<file path="src/rtl/memctrl.sv">
// memctrl: sequences word-level fetch and load/store requests into 1-4 little-endian byte
// transactions on the unified RAM port, returning results with a one-cycle done pulse.
module memctrl (
  input  logic        clk_in,
  input  logic        rst_in,
  input  logic        rdy_in,
  input  logic        is_send_mem,
  input  logic [31:0] send_addr,
  output logic        is_mem_back,
  output logic [31:0] back_ins,
  input  logic        lsb_req,
  input  logic        lsb_wr,
  input  logic [1:0]  lsb_len,
  input  logic [31:0] lsb_addr,
  input  logic [31:0] lsb_data,
  output logic        lsb_done,
  output logic [31:0] lsb_ret,
  input  logic [7:0]  mem_din,
  output logic [7:0]  mem_dout,
  output logic [31:0] mem_a,
  output logic        mem_wr,
  input  logic        io_buffer_full
);
  typedef enum logic [1:0] {IDLE, READ, WRITE} state_t;
  state_t      r_state;
  logic        r_src;
  logic        r_wr;
  logic [31:0] r_addr;
  logic [31:0] r_wdata;
  logic [31:0] r_data;
  logic [2:0]  r_n;
  logic [2:0]  r_k;
  logic [2:0]  w_len_n;
  logic [5:0]  w_sh;
  logic [31:0] w_asm;
  logic        w_acc_stall;
  logic        w_wr_stall;
  always_comb begin
    w_len_n     = lsb_len == 2'd0 ? 3'd1 : lsb_len == 2'd1 ? 3'd2 : 3'd4;
    w_sh        = 6'd32 - {r_n, 3'b000};
    w_asm       = {mem_din, r_data[31:8]} >> w_sh;
    w_acc_stall = lsb_addr[17:16] == 2'b11 && io_buffer_full;
    w_wr_stall  = r_addr[17:16] == 2'b11 && io_buffer_full;
  end
  assign mem_wr = r_wr & rdy_in;
  // Bytes shift in from the top, so after n captures the result sits in the top n bytes.
  always_ff @(posedge clk_in) begin
    if (rst_in) begin
      r_state     <= IDLE;
      r_src       <= 1'b0;
      r_wr        <= 1'b0;
      r_addr      <= 32'd0;
      r_wdata     <= 32'd0;
      r_data      <= 32'd0;
      r_n         <= 3'd0;
      r_k         <= 3'd0;
      mem_a       <= 32'd0;
      mem_dout    <= 8'd0;
      is_mem_back <= 1'b0;
      back_ins    <= 32'd0;
      lsb_done    <= 1'b0;
      lsb_ret     <= 32'd0;
    end else if (rdy_in) begin
      is_mem_back <= 1'b0;
      lsb_done    <= 1'b0;
      case (r_state)
        IDLE: begin
          mem_a  <= 32'd0;
          r_wr   <= 1'b0;
          r_data <= 32'd0;
          r_k    <= 3'd1;
          if (lsb_req) begin
            r_src  <= 1'b1;
            r_addr <= lsb_addr;
            r_n    <= w_len_n;
            if (!lsb_wr) begin
              mem_a   <= lsb_addr;
              r_state <= READ;
            end else if (w_acc_stall) begin
              r_k     <= 3'd0;
              r_wdata <= lsb_data;
              r_state <= WRITE;
            end else begin
              r_wr     <= 1'b1;
              mem_a    <= lsb_addr;
              mem_dout <= lsb_data[7:0];
              r_wdata  <= lsb_data >> 8;
              r_state  <= WRITE;
            end
          end else if (is_send_mem) begin
            r_src   <= 1'b0;
            r_addr  <= send_addr;
            r_n     <= 3'd4;
            mem_a   <= send_addr;
            r_state <= READ;
          end
        end
        READ: begin
          // Park the address at 0 once issued so IO-mapped reads are never repeated.
          mem_a <= r_k < r_n ? r_addr + {29'd0, r_k} : 32'd0;
          r_k   <= r_k + 3'd1;
          if (r_k >= 3'd2) r_data <= {mem_din, r_data[31:8]};
          if (r_k == r_n + 3'd1) begin
            r_state <= IDLE;
            if (r_src) begin
              lsb_done <= 1'b1;
              lsb_ret  <= w_asm;
            end else begin
              is_mem_back <= 1'b1;
              back_ins    <= w_asm;
            end
          end
        end
        WRITE: begin
          if (r_k == r_n) begin
            r_wr     <= 1'b0;
            mem_a    <= 32'd0;
            lsb_done <= 1'b1;
            r_state  <= IDLE;
          end else if (w_wr_stall) begin
            r_wr  <= 1'b0;
            mem_a <= 32'd0;
          end else begin
            r_wr     <= 1'b1;
            mem_a    <= r_addr + {29'd0, r_k};
            mem_dout <= r_wdata[7:0];
            r_wdata  <= r_wdata >> 8;
            r_k      <= r_k + 3'd1;
          end
        end
        default: r_state <= IDLE;
      endcase
    end
  end
endmodule

</file>
<file path="config.mk">
export PLATFORM = sky130hd
export DESIGN_NAME = memctrl
export DESIGN_NICKNAME = d
export VERILOG_FILES = /design/src/rtl/memctrl.sv
export SDC_FILE = /design/constraint.sdc
export NUM_CORES = 1
export LEC_CHECK = 0
export ABC_AREA = 1
export BUFFER_PORTS_ARGS = -buffer_cell sky130_fd_sc_hd__buf_2
export CORE_MARGIN = 2
export CORE_UTILIZATION = 55
export DETAILED_ROUTE_END_ITERATION = 6
export PLACE_DENSITY = 0.91
export RECOVER_POWER = 25
export SLEW_MARGIN = 20
export SYNTH_ARGS = -nofsm -noshare
export SYNTH_HDL_FRONTEND = slang
export SYNTH_SLANG_ARGS = --single-unit
</file>
<file path="constraint.sdc">
create_clock -name clk_in -period 2.9 [get_ports clk_in]
set_input_delay 0.58 -clock clk_in [delete_from_list [all_inputs] [get_ports clk_in]]
set_output_delay 0.58 -clock clk_in [all_outputs]
set_load 0.05 [all_outputs]
</file>
# == After elaboration in Yosys (flattened, before gate mapping) ==
# Index checks and enable logic that the tools add are counted.
# Widths: inputs -> output; s select.
# op_classes
n_addsub,4
mul,0
n_div,0
n_lt_le_gt_ge,2
n_eq_ne,16
shifts,1
mux,55
n_bitwise,2
n_reduce_logical,18
# ops
cell,n
$mux 32,15
$pmux 32 s2,2
$pmux 32 s3,1
$mux 8,5
$add 32x3->32,1
$shr 32x6->32,1
$mux 3,6
$mux 1,16
$ne 2x2->1 const B,8
$pmux 8 s2,1
$reduce_and 4->1,4
$mux 2,5
$pmux 3 s3,1
$reduce_and 7->1,1
$add 3x1->3 const B,2
$eq 2x2->1 const B,3
$eq 3x3->1,2
$pmux 2 s3,1
$reduce_and 3->1,2
$reduce_and 6->1,1
$reduce_bool 2->1,3
$sub 6x6->6 const A,1
$eq 2x1->1 const B,2
$logic_not 2->1,2
other kinds (9),12
# word_totals
reg_bits,212
latch_bits,0
ramBits,0
mem_bits_ro,0
in_bits,113
output_inout_bits,107
word_cells,112
memories,0

# == Depth between registers and ports, before layout ==
# Gate-level depths: netlist of the first run.
# depth
depth_word,6
mapped_depth,14
mapped_depth_nobuf,12

# == Least setup slack after synthesis of the first run ==
# Ideal clock, no wire load.
# synth_path
path_type,register to register
from,reg r_n[0]
to,reg lsb_ret[2]
setup_time_ns,0.114
arrival_time_ns,1.985
required_time_ns,2.786
setup_slack_ns,0.801
path_stages_with_launch,14
n_path_buf,3
period_less_slack_ns,2.099
path_cell_list,dfxtp_1 > inv_1 > buf_2 > ha_1 > buf_2 > inv_2 > nand2_1 > a21oi_1 > nand3_2 > nor2_8 > inv_4 > buf_6 > nor2_1 > nor2_1
# synth_between
elab_chain_cells,3
word_cells_on_any_way,5
classes_between,add/sub: 2; eq/ne: 1; shift: 1; reduce/logical: 1
# synth_rtl
item,line_no,source
from (decl),31,logic [2:0] r_n;
from (signal assigned),75,r_n <= w_len_n;
branches (longest 3 deep; another with $sub 6x6->6),--,
to (signal assigned),107,lsb_ret <= w_asm;
to (decl),17,"output logic [31:0] lsb_ret,"
# Parallel ways; which one is timed is not known.
# A chain may end at the register's enable or synchronous reset.

# == Worst setup path in the final report of the first run ==
# layout_path
from,reg r_n[0]
to,reg mem_a[26]
# layout_between
elab_chain_cells,3
word_cells_on_any_way,5
classes_between,order compare: 1; eq/ne: 1; mux: 3
# layout_rtl
item,line_no,source
$lt 3x3->1 or $eq 3x3->1 (tied branches),"100, 115",
"$mux 32, on equally long branches","100, 115",
$pmux 32 s3 (*),66,case (r_state)
to (signal assigned),77,mem_a <= lsb_addr;
to (signal assigned),94,mem_a <= send_addr;
to (signal assigned),100,"mem_a <= r_k < r_n ? r_addr + {29'd0, r_k} : 32'd0;"
to (decl),20,"output logic [31:0] mem_a,"
# Every way passes the cells marked *; elsewhere a longest branch is shown, timed or not.

==> results of run 1 <==
## critical path, stage by stage (launching register included)
cell                      delay, ns
sky130_fd_sc_hd__dfxtp_1       0.33
sky130_fd_sc_hd__buf_4         0.35
sky130_fd_sc_hd__ha_1          0.34
sky130_fd_sc_hd__nand3_1       0.12
sky130_fd_sc_hd__nand2_1       0.06
sky130_fd_sc_hd__inv_1         0.08
sky130_fd_sc_hd__nand2_1       0.07
sky130_fd_sc_hd__nand2_1       0.06
sky130_fd_sc_hd__nand2_1       0.23
sky130_fd_sc_hd__inv_2         0.47
sky130_fd_sc_hd__nand3_1       0.17
sky130_fd_sc_hd__a21oi_1       0.18
## metal layers
layer	share of wire [%]	global-route usage, %
met4	3.6	11.5
met3	8.9	5.28
met1	41	40.4
met2	47	49.8
met5	0.034	0
## cells in the final DEF (no fill, tap or decap), types with 3 or more instances in the layout
cell type	Yosys	routed
sky130_fd_sc_hd__dfxtp_1	204	204
sky130_fd_sc_hd__nand2_1	401	401
sky130_fd_sc_hd__xnor2_1	5	5
sky130_fd_sc_hd__nand2_2	6	6
sky130_fd_sc_hd__nand4_1	9	9
sky130_fd_sc_hd__nor2_2	6	6
sky130_fd_sc_hd__nor2_1	165	165
sky130_fd_sc_hd__ha_1	14	14
sky130_fd_sc_hd__o22ai_1	32	32
sky130_fd_sc_hd__inv_1	84	83
sky130_fd_sc_hd__clkbuf_1	58	74
sky130_fd_sc_hd__o211ai_1	19	19
sky130_fd_sc_hd__buf_4	7	25
sky130_fd_sc_hd__clkinv_2	0	4
sky130_fd_sc_hd__a21oi_1	156	156
sky130_fd_sc_hd__buf_2	23	146
sky130_fd_sc_hd__nand3b_1	5	5
sky130_fd_sc_hd__or2_2	6	6
sky130_fd_sc_hd__inv_2	14	15
sky130_fd_sc_hd__clkbuf_8	0	4
sky130_fd_sc_hd__a31oi_1	50	50
sky130_fd_sc_hd__o21ai_0	126	126
sky130_fd_sc_hd__o21ai_1	16	16
sky130_fd_sc_hd__nor3_1	6	6
sky130_fd_sc_hd__clkinvlp_4	0	3
sky130_fd_sc_hd__clkbuf_16	0	23
sky130_fd_sc_hd__a211oi_1	15	15
sky130_fd_sc_hd__nand3_1	97	97
sky130_fd_sc_hd__clkinv_4	0	3
sky130_fd_sc_hd__xor2_1	3	3
## final timing paths
| check | from | endpoint | slack (ns) | cells after the start |
|---|---|---|---|---|
| hold / removal | lsb_data[26] | r_wdata[26] | 0.34 | 3 |
| hold reg to reg | back_ins[14] | back_ins[14] | 0.46 | 2 |
| setup reg to reg | r_n[0] | mem_a[26] | 0.34 | 11 |
| setup / recovery | r_n[0] | mem_a[26] | 0.34 | 11 |
## power by group
part           switching (mW)  total, mW  internal, mW
Combinational           0.831       1.17         0.335
Clock                    1.20       2.85          1.65
Sequential              0.124       3.08          2.95
## layout make-up
cell class / count / area share, %
repair buffers: 245 / 9.89
clock inverters: 12 / 0.878
flip-flops and latches: 204 / 33.3
inverters: 101 / 3.11
diodes: 2 / 0.0408
well taps: 234 / 2.39
clock buffers: 28 / 5.17
multi-input cells: 1154 / 45.2
## registers in the layout, summed over array words and instances, names as in the netlist
register,cells
r_state,2
lsb_done,1
back_ins,32
r_wdata,32
lsb_ret,32
mem_a,32
r_data,24
r_wr,1
r_src,1
mem_dout,8
r_addr,32
r_k,3
r_n,3
is_mem_back,1
## cells by family after synthesis
kind of cell             count (synthesis)  synth area share [%]
AND/OR/NAND/NOR                        708                  27.9
AO/OA/AOI/OAI                          421                  22.0
buffers and inverters                  205                  8.50
flip-flops                             204                  38.8
adder cells (fa/ha/maj)                 15                  1.85
XOR/XNOR                                10                 0.975
==> Flow_metrics.wiki, run 1 <==
{| class="wikitable"
! Metric !! Value
|-
| CTS root buf || sky130_fd_sc_hd__clkbuf_16
|-
| Cell Rows || 50
|-
| Average wire per standard cell || 16.2 um
|-
| Max-Cap Viols || 0
|-
| Area of the die || 0.0203 mm2
|-
| Peak Freq || 390 MHz
|-
| Number of instances resized during post-cts repair || 0
|-
| Post-synth top cells || sky130_fd_sc_hd__nand2_1, sky130_fd_sc_hd__dfxtp_1, sky130_fd_sc_hd__nor2_1, sky130_fd_sc_hd__a21oi_1, sky130_fd_sc_hd__o21ai_0
|-
| Initial antenna violation count || 3
|-
| Area of the mapped netlist || 0.0105 mm2
|-
| Top area cells in the synthesized netlist || sky130_fd_sc_hd__dfxtp_1, sky130_fd_sc_hd__nand2_1, sky130_fd_sc_hd__a21oi_1
|-
| Count of routing violations after the opening detailed-route iteration || 1361
|-
| Global-route usage over all layers || 30.5%
|-
| Antenna Violating Nets Remaining || 0
|-
| Endpoints failing hold || 0
|-
| Required time at the endpoint of the critical path || 3.34 ns
|-
| Library cell with the highest instance count after synthesis || sky130_fd_sc_hd__nand2_1
|-
| Total of buffers placed on input and output ports || 219
|-
| Post-Synthesis Net Count || 1691
|-
| Status || completed
|-
| Std-Cell Core Area || 0.0188 mm2
|-
| Leakage dissipation || 5.20 nW
|-
| Net count of the finished layout || 1857
|-
| Placed standard-cell area || 0.0116 mm2
|-
| Wire length reported by the detailed router || 32.0 mm
|-
| Cell type contributing the most total cell area after synthesis || sky130_fd_sc_hd__dfxtp_1
|-
| Height of the chip || 142 um
|-
| Grt ovf || 0
|-
| Drt first pass iters || 7
|-
| Final setup skew || 0.0115 ns
|-
| DP Wirelength || 21.8 mm
|-
| PnR worst setup slack || 0.339 ns
|-
| Area taken by flip-flops and latches || 0.00408 mm2
|-
| CP Max Fanout || 41
|-
| Count of distinct cell types in the synthesized netlist || 41
|-
| Synthesis-stage register bit count || 204
|-
| Total of hold buffers inserted after clock tree synthesis || 0
|-
| Number of global-route vias before repair || 10485
|-
| Number of buffers created by CTS || 23
|-
| Final period util || 88.3%
|-
| Deepest clock path buffer count || 3
|-
| Most used DFF post-synth || sky130_fd_sc_hd__dfxtp_1
|-
| Hold/Removal Path Class || primary input to flip-flop
|-
| Total power per unit cell area || 578 mW/mm2
|-
| Worst path arrival time || 3.00 ns
|-
| Setup crit start kind || flip-flop
|-
| Die boundary width || 142 um
|-
| Maximum number of pins on one net before global-route repair || 76
|-
| Placed cell count || 1938
|-
| Final Instance Area || 0.0123 mm2
|-
| Final worst path period need || 2.56 ns
|-
| Yosys top cell area share || 38.8%
|-
| Mean number of vias per cell || 5.88
|-
| Final hold slack || 0.341 ns
|-
| Share of post-route cells with drive strength above 1 || 14.6%
|-
| Combined area of the multi-input logic cells || 0.00554 mm2
|-
| Asr flop ratio synth || 0%
|-
| Layout-stage area growth over the synthesis result || 16.5%
|-
| Tightest Pin Transition || 0.696 ns
|-
| Setup repair after global routing missed its margin || false
|-
| Count of flip-flops with a built-in enable after synthesis || 0
|-
| Average size of a mapped cell || 6.73 um2
|-
| Total number of vias || 11641
|-
| Wire length of the first global-routing pass || 51.1 mm
|-
| TritonCTS clock tree || built
|-
| Max Transition Viols Final || 0
|-
| Buffers inserted by post-CTS timing repair || 0
|-
| Element type at the critical path end || flip-flop
|-
| Placer congestion estimate || 0.951
|-
| Rel. slew slack || 53.6%
|-
| Count of synthesis-stage warnings from yosys || 0
|-
| Finished Layout Cells || 1980
|-
| Number of setup violations in the final report || 0
|-
| Boundary Pins || 220
|-
| Starting density of the core || 56.1%
|-
| Power, Total || 7.09 mW
|-
| DRC viols || 0
|-
| Sum of negative setup slack || 0 ns
|-
| Worst Setup Slack post-DPL || 0.426 ns
|-
| Sinks on the clock net || 204
|-
| Fill cell count || 1652
|-
| Number of levels in the clock H-tree || 1
|-
| Post-route core utilization || 65.3%
|-
| Clock network latency to the later pin of the worst-skew pair || 0.52 ns
|-
| Part of the Yosys area used for sequential elements || 38.8%
|-
| Clock transition time at the flip-flop clock pins of the worst setup and hold paths || 0.06 ns
|-
| Kind of critical path || flip-flop to flip-flop
|-
| VDD IR max || 0.000446 V
|-
| Post-synthesis instance total || 1563
|}
Power figures use the tool's default switching activity.
==> run 2, diff against run 1 <==
==> constraint.sdc (replaced) <==
create_clock -name clk_in -period 2.8 [get_ports clk_in]
set_input_delay 0.56 -clock clk_in [delete_from_list [all_inputs] [get_ports clk_in]]
set_output_delay 0.56 -clock clk_in [all_outputs]
set_load 0.05 [all_outputs]
==> Flow_metrics.wiki, run 2 (synthesis results as in run 1) <==
{| class="wikitable"
! Metric !! Value
|-
| Status || completed
|-
| Setup repair after global routing missed its margin || false
|-
| Initial antenna violation count || 1 (-2)
|-
| Mean number of vias per cell || 5.89 (+0.15%)
|-
| Sum of negative setup slack || 0 ns (unchanged)
|-
| Die boundary width || 142 um (unchanged)
|-
| Max-Cap Viols || 0 (unchanged)
|-
| Power, Total || 7.47 mW (+5.4%)
|-
| Max Transition Viols Final || 0 (unchanged)
|-
| Finished Layout Cells || 1980 (unchanged)
|-
| Buffers inserted by post-CTS timing repair || 0 (unchanged)
|-
| Sinks on the clock net || 204 (unchanged)
|-
| Depth of the worst register-to-register path || 11 (unchanged)
|-
| Number of levels in the clock H-tree || 1 (unchanged)
|-
| Element type at the critical path end || flip-flop
|-
| Total power per unit cell area || 608 mW/mm2 (+5.1%)
|-
| Count of routing violations after the opening detailed-route iteration || 1347 (-1.0%)
|-
| Total number of vias || 11659 (+0.15%)
|-
| Cell Rows || 50 (unchanged)
|-
| TritonCTS clock tree || built
|-
| Final worst path period need || 2.51 ns (-0.0522 ns)
|-
| Rel. slew slack || 27.0% (-27 points)
|-
| Worst path arrival time || 2.94 ns (-0.06 ns)
|-
| Share of post-route cells with drive strength above 1 || 14.3% (-0.24 points)
|-
| Hold/Removal Path Class || primary input to flip-flop
|-
| Placer congestion estimate || 0.988 (+3.9%)
|-
| Total of buffers placed on input and output ports || 219 (unchanged)
|-
| Drt first pass iters || 6 (-1)
|-
| Average wire per standard cell || 16.3 um (+0.52%)
|-
| Endpoints failing hold || 0 (unchanged)
|-
| Slowest stage cell on the critical path || sky130_fd_sc_hd__inv_2
|-
| Wire length reported by the detailed router || 32.2 mm (+0.52%)
|-
| CTS root buf || sky130_fd_sc_hd__clkbuf_16
|-
| DRC viols || 0 (unchanged)
|-
| Final hold slack || 0.295 ns (-0.0457 ns)
|-
| Setup crit start kind || flip-flop
|-
| Maximum number of pins on one net before global-route repair || 83 (+9.2%)
|-
| Leakage dissipation || 5.22 nW (+0.41%)
|-
| Std-Cell Core Area || 0.0188 mm2 (unchanged)
|-
| Combined area of the multi-input logic cells || 0.00554 mm2 (unchanged)
|-
| CP Max Fanout || 25 (-39%)
|-
| Area of the die || 0.0203 mm2 (unchanged)
|-
| Number of instances resized during post-cts repair || 0 (unchanged)
|-
| Ordered list of cells on the worst path || inv_1 > ha_1 > nand3_1 > nand2_1 > inv_1 > nand2_1 > nand2_1 > nand2_1 > inv_2 > nand3_1 > a21oi_1
|-
| Antenna Violating Nets Remaining || 0 (unchanged)
|-
| Wire length of the first global-routing pass || 51.8 mm (+1.3%)
|-
| Final setup skew || 0.0307 ns (+0.0193 ns)
|-
| Number of buffers created by CTS || 23 (unchanged)
|-
| Clock network latency to the later pin of the worst-skew pair || 0.53 ns (about the same)
|-
| Global-route usage over all layers || 30.8% (+0.38 points)
|-
| Height of the chip || 142 um (unchanged)
|-
| Worst Setup Slack post-DPL || 0.352 ns (-0.0737 ns)
|-
| Leading cell type in the layout, fill and taps excluded || sky130_fd_sc_hd__nand2_1
|-
| DP Wirelength || 21.8 mm (-0.24%)
|-
| VDD IR max || 0.000424 V (-5.0%)
|-
| Area taken by flip-flops and latches || 0.00408 mm2 (unchanged)
|-
| Placed standard-cell area || 0.0116 mm2 (about the same)
|-
| Clock transition time at the flip-flop clock pins of the worst setup and hold paths || 0.06 ns (about the same)
|-
| Net count of the finished layout || 1856 (-0.054%)
|-
| Starting density of the core || 56.1% (unchanged)
|-
| PnR worst setup slack || 0.291 ns (-0.0478 ns)
|-
| Worst setup path startpoint || r_n[2]
|-
| Boundary Pins || 220 (unchanged)
|-
| Tightest Pin Transition || 1.09 ns (+0.392 ns)
|-
| Final Instance Area || 0.0123 mm2 (+0.24%)
|-
| Critical path depth in cells || 11 (unchanged)
|-
| Worst reg2reg path startpoint || r_n[2]
|-
| Number of setup violations in the final report || 0 (unchanged)
|-
| Deepest clock path buffer count || 3 (unchanged)
|-
| Total of hold buffers inserted after clock tree synthesis || 0 (unchanged)
|-
| Required time at the endpoint of the critical path || 3.24 ns (-0.10 ns)
|-
| Buf/Inv on CP || 3 (unchanged)
|-
| Worst hold stages || 3 (unchanged)
|-
| Peak Freq || 399 MHz (+2.1%)
|-
| Largest stage delay on the critical path || 0.48 ns (about the same)
|-
| Layout-stage area growth over the synthesis result || 16.8%
|-
| Commonest cells after routing, fill and taps aside || sky130_fd_sc_hd__nand2_1, sky130_fd_sc_hd__dfxtp_1, sky130_fd_sc_hd__nor2_1, sky130_fd_sc_hd__a21oi_1, sky130_fd_sc_hd__buf_2
|-
| Family with the most delay on the worst path || simple AND/OR/NAND/NOR gates
|-
| Number of global-route vias before repair || 10608 (+1.2%)
|-
| Fill cell count || 1682 (+1.8%)
|-
| Most Frequent Cell on Critical Path || sky130_fd_sc_hd__nand2_1
|-
| Hold path startpoint || lsb_data[31]
|-
| Kind of critical path || flip-flop to flip-flop
|-
| Post-route core utilization || 65.5% (+0.16 points)
|-
| Grt ovf || 0 (unchanged)
|-
| Final period util || 89.6% (+1.3 points)
|-
| Placed cell count || 1937 (-0.052%)
|}
## run 2: changes by cell type in the layout (fill, tap and decap cells not counted), moves of 2 or more
cell                         previous run  this run
sky130_fd_sc_hd__clkbuf_8               4         6
sky130_fd_sc_hd__clkinv_4               3         0
sky130_fd_sc_hd__buf_4                 25        23
sky130_fd_sc_hd__clkinvlp_4             3         0
sky130_fd_sc_hd__clkbuf_1              74        79
## run 2: worst reg2reg max path, cell delays in order, from the launching register on
cell                      delay, ns
sky130_fd_sc_hd__dfxtp_1       0.44
sky130_fd_sc_hd__inv_1         0.13
sky130_fd_sc_hd__ha_1          0.37
sky130_fd_sc_hd__nand3_1       0.14
sky130_fd_sc_hd__nand2_1       0.06
sky130_fd_sc_hd__inv_1         0.07
sky130_fd_sc_hd__nand2_1       0.07
sky130_fd_sc_hd__nand2_1       0.06
sky130_fd_sc_hd__nand2_1       0.24
sky130_fd_sc_hd__inv_2         0.48
sky130_fd_sc_hd__nand3_1       0.21
sky130_fd_sc_hd__a21oi_1       0.16
## run 2: path summary, 6_finish.rpt
path / to / slack [ns]
worst max-delay path: mem_a[24] / 0.29
worst min-delay path: r_wdata[31] / 0.30
worst max register to register: mem_a[24] / 0.29
worst min register to register: r_wdata[5] / 0.46
## run 2: layer usage
metal | vias to the layer above | share of wire, % | track usage (%)
met5 | - | 0 | 0
met4 | 0 | 3.9 | 12.7
met3 | 107 | 9.0 | 4.04
met2 | 684 | 46 | 51.1
met1 | 5319 | 41 | 40.8
li1 | 5549 | - | -
## run 2: area by class of cell
class / count / area share [%]
multi-input combinational: 1154 / 45.1
sequential: 204 / 33.2
timing repair buffer: 244 / 9.90
clock buffer: 35 / 5.54
inverter: 101 / 3.10
tap: 234 / 2.38
clock inverter: 7 / 0.723
antenna: 1 / 0.0204
## run 2: power breakdown
group	internal (mW)	total (mW)	switching, mW
clock	1.86	3.08	1.22
sequential	3.06	3.18	0.124
combinational	0.347	1.21	0.865
